`src/rtl/btn_event_classifier_pkg.sv`:
```
// Shared definitions for the button event classifier: FSM state encoding
// and default timing thresholds (cycles of a 12 MHz board clock).
package btn_event_classifier_pkg;

    typedef enum logic [2:0] {
        StIdle     = 3'd0,
        StPressed  = 3'd1,
        StHeld     = 3'd2,
        StGap      = 3'd3,
        StPressed2 = 3'd4
    } state_e;

    localparam int unsigned DefLongCycles = 24_000_000;
    localparam int unsigned DefGapCycles  = 3_600_000;
    localparam int unsigned DefCntW       = 25;

endpackage

```
`src/rtl/btn_event_classifier_sat_counter.sv`:
```
// Up-counter with synchronous active-low reset, synchronous clear and an
// increment that holds at all-ones instead of wrapping.
module sat_counter #(
    parameter int unsigned Width = 4
) (
    input  logic             i_clk,
    input  logic             i_rst_n,
    input  logic             i_clr,
    output logic [Width-1:0] o_cnt
);

    logic [Width-1:0] r_cnt;

    always_ff @(posedge i_clk) begin
        if (!i_rst_n) begin
            r_cnt <= '0;
        end else if (i_clr) begin
            r_cnt <= '0;
        end else if (r_cnt != '1) begin
            r_cnt <= r_cnt + 1'b1;
        end
    end

    assign o_cnt = r_cnt;

endmodule

```
`src/rtl/btn_event_classifier.sv`:
```
// Turns a debounced button level into one-cycle press/release/click/
// double-click/long-press pulses; all outputs registered.
module btn_event_classifier
    import btn_event_classifier_pkg::*;
#(
    parameter int unsigned LONG_CYCLES = DefLongCycles,
    parameter int unsigned GAP_CYCLES  = DefGapCycles,
    parameter int unsigned CNT_W       = DefCntW
) (
    input  logic clk,
    input  logic rst_n,
    input  logic btn_in,
    output logic btn_level_o,
    output logic press_o,
    output logic release_o,
    output logic click_o,
    output logic double_o,
    output logic long_o
);

    if (LONG_CYCLES < 2) begin : g_bad_long
        $error("LONG_CYCLES must be >= 2");
    end
    if (GAP_CYCLES < 2) begin : g_bad_gap
        $error("GAP_CYCLES must be >= 2");
    end
    if (((LONG_CYCLES - 1) >> CNT_W) != 0 || ((GAP_CYCLES - 1) >> CNT_W) != 0) begin : g_bad_w
        $error("CNT_W too narrow for the thresholds");
    end

    localparam logic [CNT_W-1:0] LongLast = CNT_W'(LONG_CYCLES - 1);
    localparam logic [CNT_W-1:0] GapLast  = CNT_W'(GAP_CYCLES - 1);

    state_e           r_state;
    state_e           w_state_next;
    logic             r_btn_q;
    logic             w_rise;
    logic             w_fall;
    logic             w_cnt_clr;
    logic [CNT_W-1:0] w_cnt;
    logic             w_click;
    logic             w_double;
    logic             w_long;
    logic             r_press;
    logic             r_release;
    logic             r_click;
    logic             r_double;
    logic             r_long;

    assign w_rise    = btn_in & ~r_btn_q;
    assign w_fall    = ~btn_in & r_btn_q;
    // Time in the current state: restarts on every transition.
    assign w_cnt_clr = (w_state_next != r_state);

    sat_counter #(
        .Width (CNT_W)
    ) u_cnt (
        .i_clk   (clk),
        .i_rst_n (rst_n),
        .i_clr   (w_cnt_clr),
        .o_cnt   (w_cnt)
    );

    always_ff @(posedge clk) begin
        if (!rst_n) begin
            r_state <= StIdle;
        end else begin
            r_state <= w_state_next;
        end
    end

    // Edges take priority over timeouts in every state.
    always_comb begin
        w_state_next = r_state;
        case (r_state)
            StIdle: begin
                if (w_rise) w_state_next = StPressed;
            end
            StPressed: begin
                if (w_fall)                w_state_next = StGap;
                else if (w_cnt == LongLast) w_state_next = StHeld;
            end
            StHeld: begin
                if (w_fall) w_state_next = StIdle;
            end
            StGap: begin
                if (w_rise)                w_state_next = StPressed2;
                else if (w_cnt == GapLast) w_state_next = StIdle;
            end
            StPressed2: begin
                if (w_fall)                w_state_next = StIdle;
                else if (w_cnt == LongLast) w_state_next = StHeld;
            end
            default: w_state_next = StIdle;
        endcase
    end

    always_comb begin
        w_click  = (r_state == StGap) && !w_rise && (w_cnt == GapLast);
        w_double = (r_state == StPressed2) && w_fall;
        w_long   = ((r_state == StPressed) || (r_state == StPressed2)) && !w_fall
                   && (w_cnt == LongLast);
    end

    always_ff @(posedge clk) begin
        if (!rst_n) begin
            r_btn_q   <= 1'b0;
            r_press   <= 1'b0;
            r_release <= 1'b0;
            r_click   <= 1'b0;
            r_double  <= 1'b0;
            r_long    <= 1'b0;
        end else begin
            r_btn_q   <= btn_in;
            r_press   <= w_rise;
            r_release <= w_fall;
            r_click   <= w_click;
            r_double  <= w_double;
            r_long    <= w_long;
        end
    end

    assign btn_level_o = r_btn_q;
    assign press_o     = r_press;
    assign release_o   = r_release;
    assign click_o     = r_click;
    assign double_o    = r_double;
    assign long_o      = r_long;

endmodule

```
`config.mk`:
```
export PLATFORM = sky130hd
export DESIGN_NAME = btn_event_classifier
export DESIGN_NICKNAME = d
export VERILOG_FILES = /design/src/rtl/btn_event_classifier_pkg.sv /design/src/rtl/btn_event_classifier_sat_counter.sv /design/src/rtl/btn_event_classifier.sv
export SDC_FILE = /design/constraint.sdc
export NUM_CORES = 1
export LEC_CHECK = 0
export ABC_AREA = 1
export ABC_CLOCK_PERIOD_IN_PS = 2200
export BUFFER_PORTS_ARGS = -buffer_cell sky130_fd_sc_hd__buf_4
export CAP_MARGIN = 30
export CORE_MARGIN = 2
export CORE_UTILIZATION = 50
export DETAILED_ROUTE_END_ITERATION = 8
export GPL_ROUTABILITY_DRIVEN = 0
export PLACE_DENSITY = 0.66
export SLEW_MARGIN = 5
export SYNTH_ARGS = -nofsm -noshare
export SYNTH_HDL_FRONTEND = slang
export SYNTH_HIERARCHICAL = 1
export SYNTH_SLANG_ARGS = --single-unit
```
`constraint.sdc`:
```
create_clock -name clk -period 2.2 [get_ports clk]
set_input_delay 0.11 -clock clk [delete_from_list [all_inputs] [get_ports clk]]
set_output_delay 0.11 -clock clk [all_outputs]
set_load 0.02 [all_outputs]
```
==> flow_summary.json <==
{
  "outcome": "finished clean",
  "drt-initial-drc-count": 122,
  "vias": 2171,
  "drt_wl_total_microns": 5278,
  "fp.dieW_microns": 70.06,
  "power_density_nw_per_um2": 523.8,
  "clockPowerShare": 0.427,
  "hold_class": "in2reg",
  "cts_sinks": 34,
  "drtAntennaViolNets": 0,
  "most-common-layout-cells": "nand2_1, nor2_1, inv_1",
  "highest_layer": "met4",
  "cts_buffers": 5,
  "vdd_drop_max_v": 0.0004308,
  "tritoncts": "done",
  "rows": 24,
  "arrival_ns": 2.21,
  "hold_buffers": 0,
  "synth.largest_area_cell": "dfxtp_1",
  "maxCapViolations": 0,
  "track_usage": 0.2352,
  "cp-start-kind": "flip-flop",
  "fp.dieH_microns": 70.06,
  "grt_overflow": 0,
  "drtPass1Iterations": 4,
  "hold_viol_final": 0,
  "yosysWarnings": 6,
  "setup_viol": 0,
  "syn_area_sq_um": 2182,
  "leakagePower_nw": 0.9984,
  "power_mw": 1.285,
  "seqPwrFrac": 0.496,
  "power_switching_mw": 0.3068,
  "slew_headroom": 0.6517,
  "dpl_cell_area_sq_um": 2310,
  "num_io_pins": 9,
  "diodes": 0,
  "multi_input_area_sq_um": 1289,
  "insertion_delay_ns": 0.29,
  "grt_max_degree": 19,
  "synthCells": 353,
  "final_area_sq_um": 2454,
  "cp_data_required_time_ns": 2.41,
  "vias_per_cell": 5.132,
  "synth_area_per_cell_sq_um": 6.182,
  "cts_root_buffer": "clkbuf_8",
  "drt-wirelength-per-cell_microns": 12.48,
  "report.final.slew_viol_count": 0,
  "yosys.area.top_type_share": 0.3119,
  "whs_ns": 0.03592,
  "clkTransAtPathRegs_ns": 0.07,
  "finClkSkew_ns": 0.007293,
  "met3_length_microns": 361,
  "dieArea_sq_um": 4908,
  "regArea_sq_um": 690.7,
  "yosysSeqAreaShare": 0.3119,
  "path_class": "reg2reg",
  "syn_nets": 357,
  "antenna_found_initial": 0,
  "post-route-drc-count": 0,
  "max_freq_mhz": 501.9,
  "grt_pass1_wl_microns": 9142,
  "grt_pass1_vias": 2065,
  "initial_core_util": 0.5117,
  "final_nets": 374,
  "intPower_mw": 0.9784,
  "p_sw_frac": 0.2387,
  "core_region_area_sq_um": 4264,
  "worst_pin_slew_ns": 0.5206,
  "power_frac_comb": 0.077,
  "dp.final_hpwl_microns": 4026,
  "final_util": 0.5754,
  "portBuffers": 8,
  "cts_htree_levels": 2,
  "ys_types": 28,
  "fin_crit_sh": 0.9057,
  "synth_seq_cells": 34,
  "cts.path.max_buffers": 2,
  "path_max_fanout": 8,
  "synth_top_cells_by_area": "dfxtp_1, nand2_1, nor2_1",
  "drive_above_1_share": 0.1617,
  "fillers": 430,
  "final_common_cell": "nand2_1",
  "syn2layout_area_growth_pct": 12.44,
  "cp-end-kind": "flip-flop",
  "fin_crit_ns": 1.993,
  "dr_wl_met2_microns": 2581,
  "m1WireLength_microns": 2242
}
Yosys cell counts, drive strengths merged:
cell type / instances
a31oi: 2
nand2: 115
nor3: 2
inv: 52
xnor2: 10
clkbuf: 1
nand4: 7
nand3: 36
a2111oi: 1
nor4: 1
a21oi: 9
dfxtp: 34
o21ai: 6
buf: 2
ha: 1
nor2: 74
worst max-delay path, stage by stage, from the launching register on:
cell        delay, ns
dfxtp_1          0.44
nand2_1          0.08
nor2_1           0.10
nand2_1          0.07
nor2_2           0.12
nand2_1          0.12
a21oi_2          0.19
nand2_1          0.07
nand2_1          0.06
nand4_1          0.10
nor2_2           0.16
clkinvlp_4       0.11
buf_4            0.17
a21oi_1          0.11
metrics by stage:
step                      setup TNS (ns)  setup WS, ns  cells
after detailed placement               0        0.1987    413
after CTS                              0        0.1792    421
final                                  0        0.2075    423
after global placement                 0        0.2545    413
after floorplan                        0        0.3395    353
after global routing           -0.005141     -0.005141    423
power groups by stage:
stage	clock [mW]	sequential, mW	combinational (mW)
after floorplan	0	0.653	0.0577
after global placement	0	0.651	0.0885
after detailed placement	0	0.651	0.0897
after CTS	0.560	0.637	0.0901
after global routing	0.591	0.639	0.110
final	0.549	0.638	0.0986
repair_timing:
action	4_1_cts	5_1_grt
buffers inserted	0	2
resized for setup	0	11
setup endpoints to repair	0	14
worst paths after layout:
| path | start | end | slack [ns] | cells after the start |
|---|---|---|---|---|
| setup / recovery | u_cnt/o_cnt[14] | u_cnt/o_cnt[1] | 0.21 | 13 |
| hold / removal | btn_in | btn_level_o | 0.04 | 3 |
| setup reg to reg | u_cnt/o_cnt[14] | u_cnt/o_cnt[1] | 0.21 | 13 |
| hold reg to reg | u_cnt/o_cnt[1] | u_cnt/o_cnt[1] | 0.51 | 2 |
final cells by class:
cell class                 instances  area share
multi-input combinational        264      0.5252
sequential                        34      0.2815
inverter                          52     0.08210
clock buffer                       8     0.04488
timing repair buffer              13     0.03978
tap                               52     0.02652
state kept, by name, summed over array words and instances, names as in the netlist:
name / count
btn_level_o: 1
click_o: 1
double_o: 1
long_o: 1
press_o: 1
r_state: 3
release_o: 1
u_cnt/o_cnt: 25
per-layer routing:
| metal | vias up | GRT usage |
|---|---|---|
| li1 | 1124 | - |
| met1 | 977 | 0.2870 |
| met2 | 63 | 0.4063 |
| met3 | 7 | 0.05051 |
| met4 | 0 | 0.08547 |
| met5 | - | 0 |
cells by family (layout without fill, tap and decap cells):
family / Yosys count / count (layout) / synth area share
simple gates: 235 / 235 / 0.4851
buf+inv: 55 / 73 / 0.09977
flops: 34 / 34 / 0.3119
compound gates: 18 / 18 / 0.05733
xor+xnor: 10 / 10 / 0.04014
fa+ha+maj: 1 / 1 / 0.005733
Power figures use the tool's default switching activity.
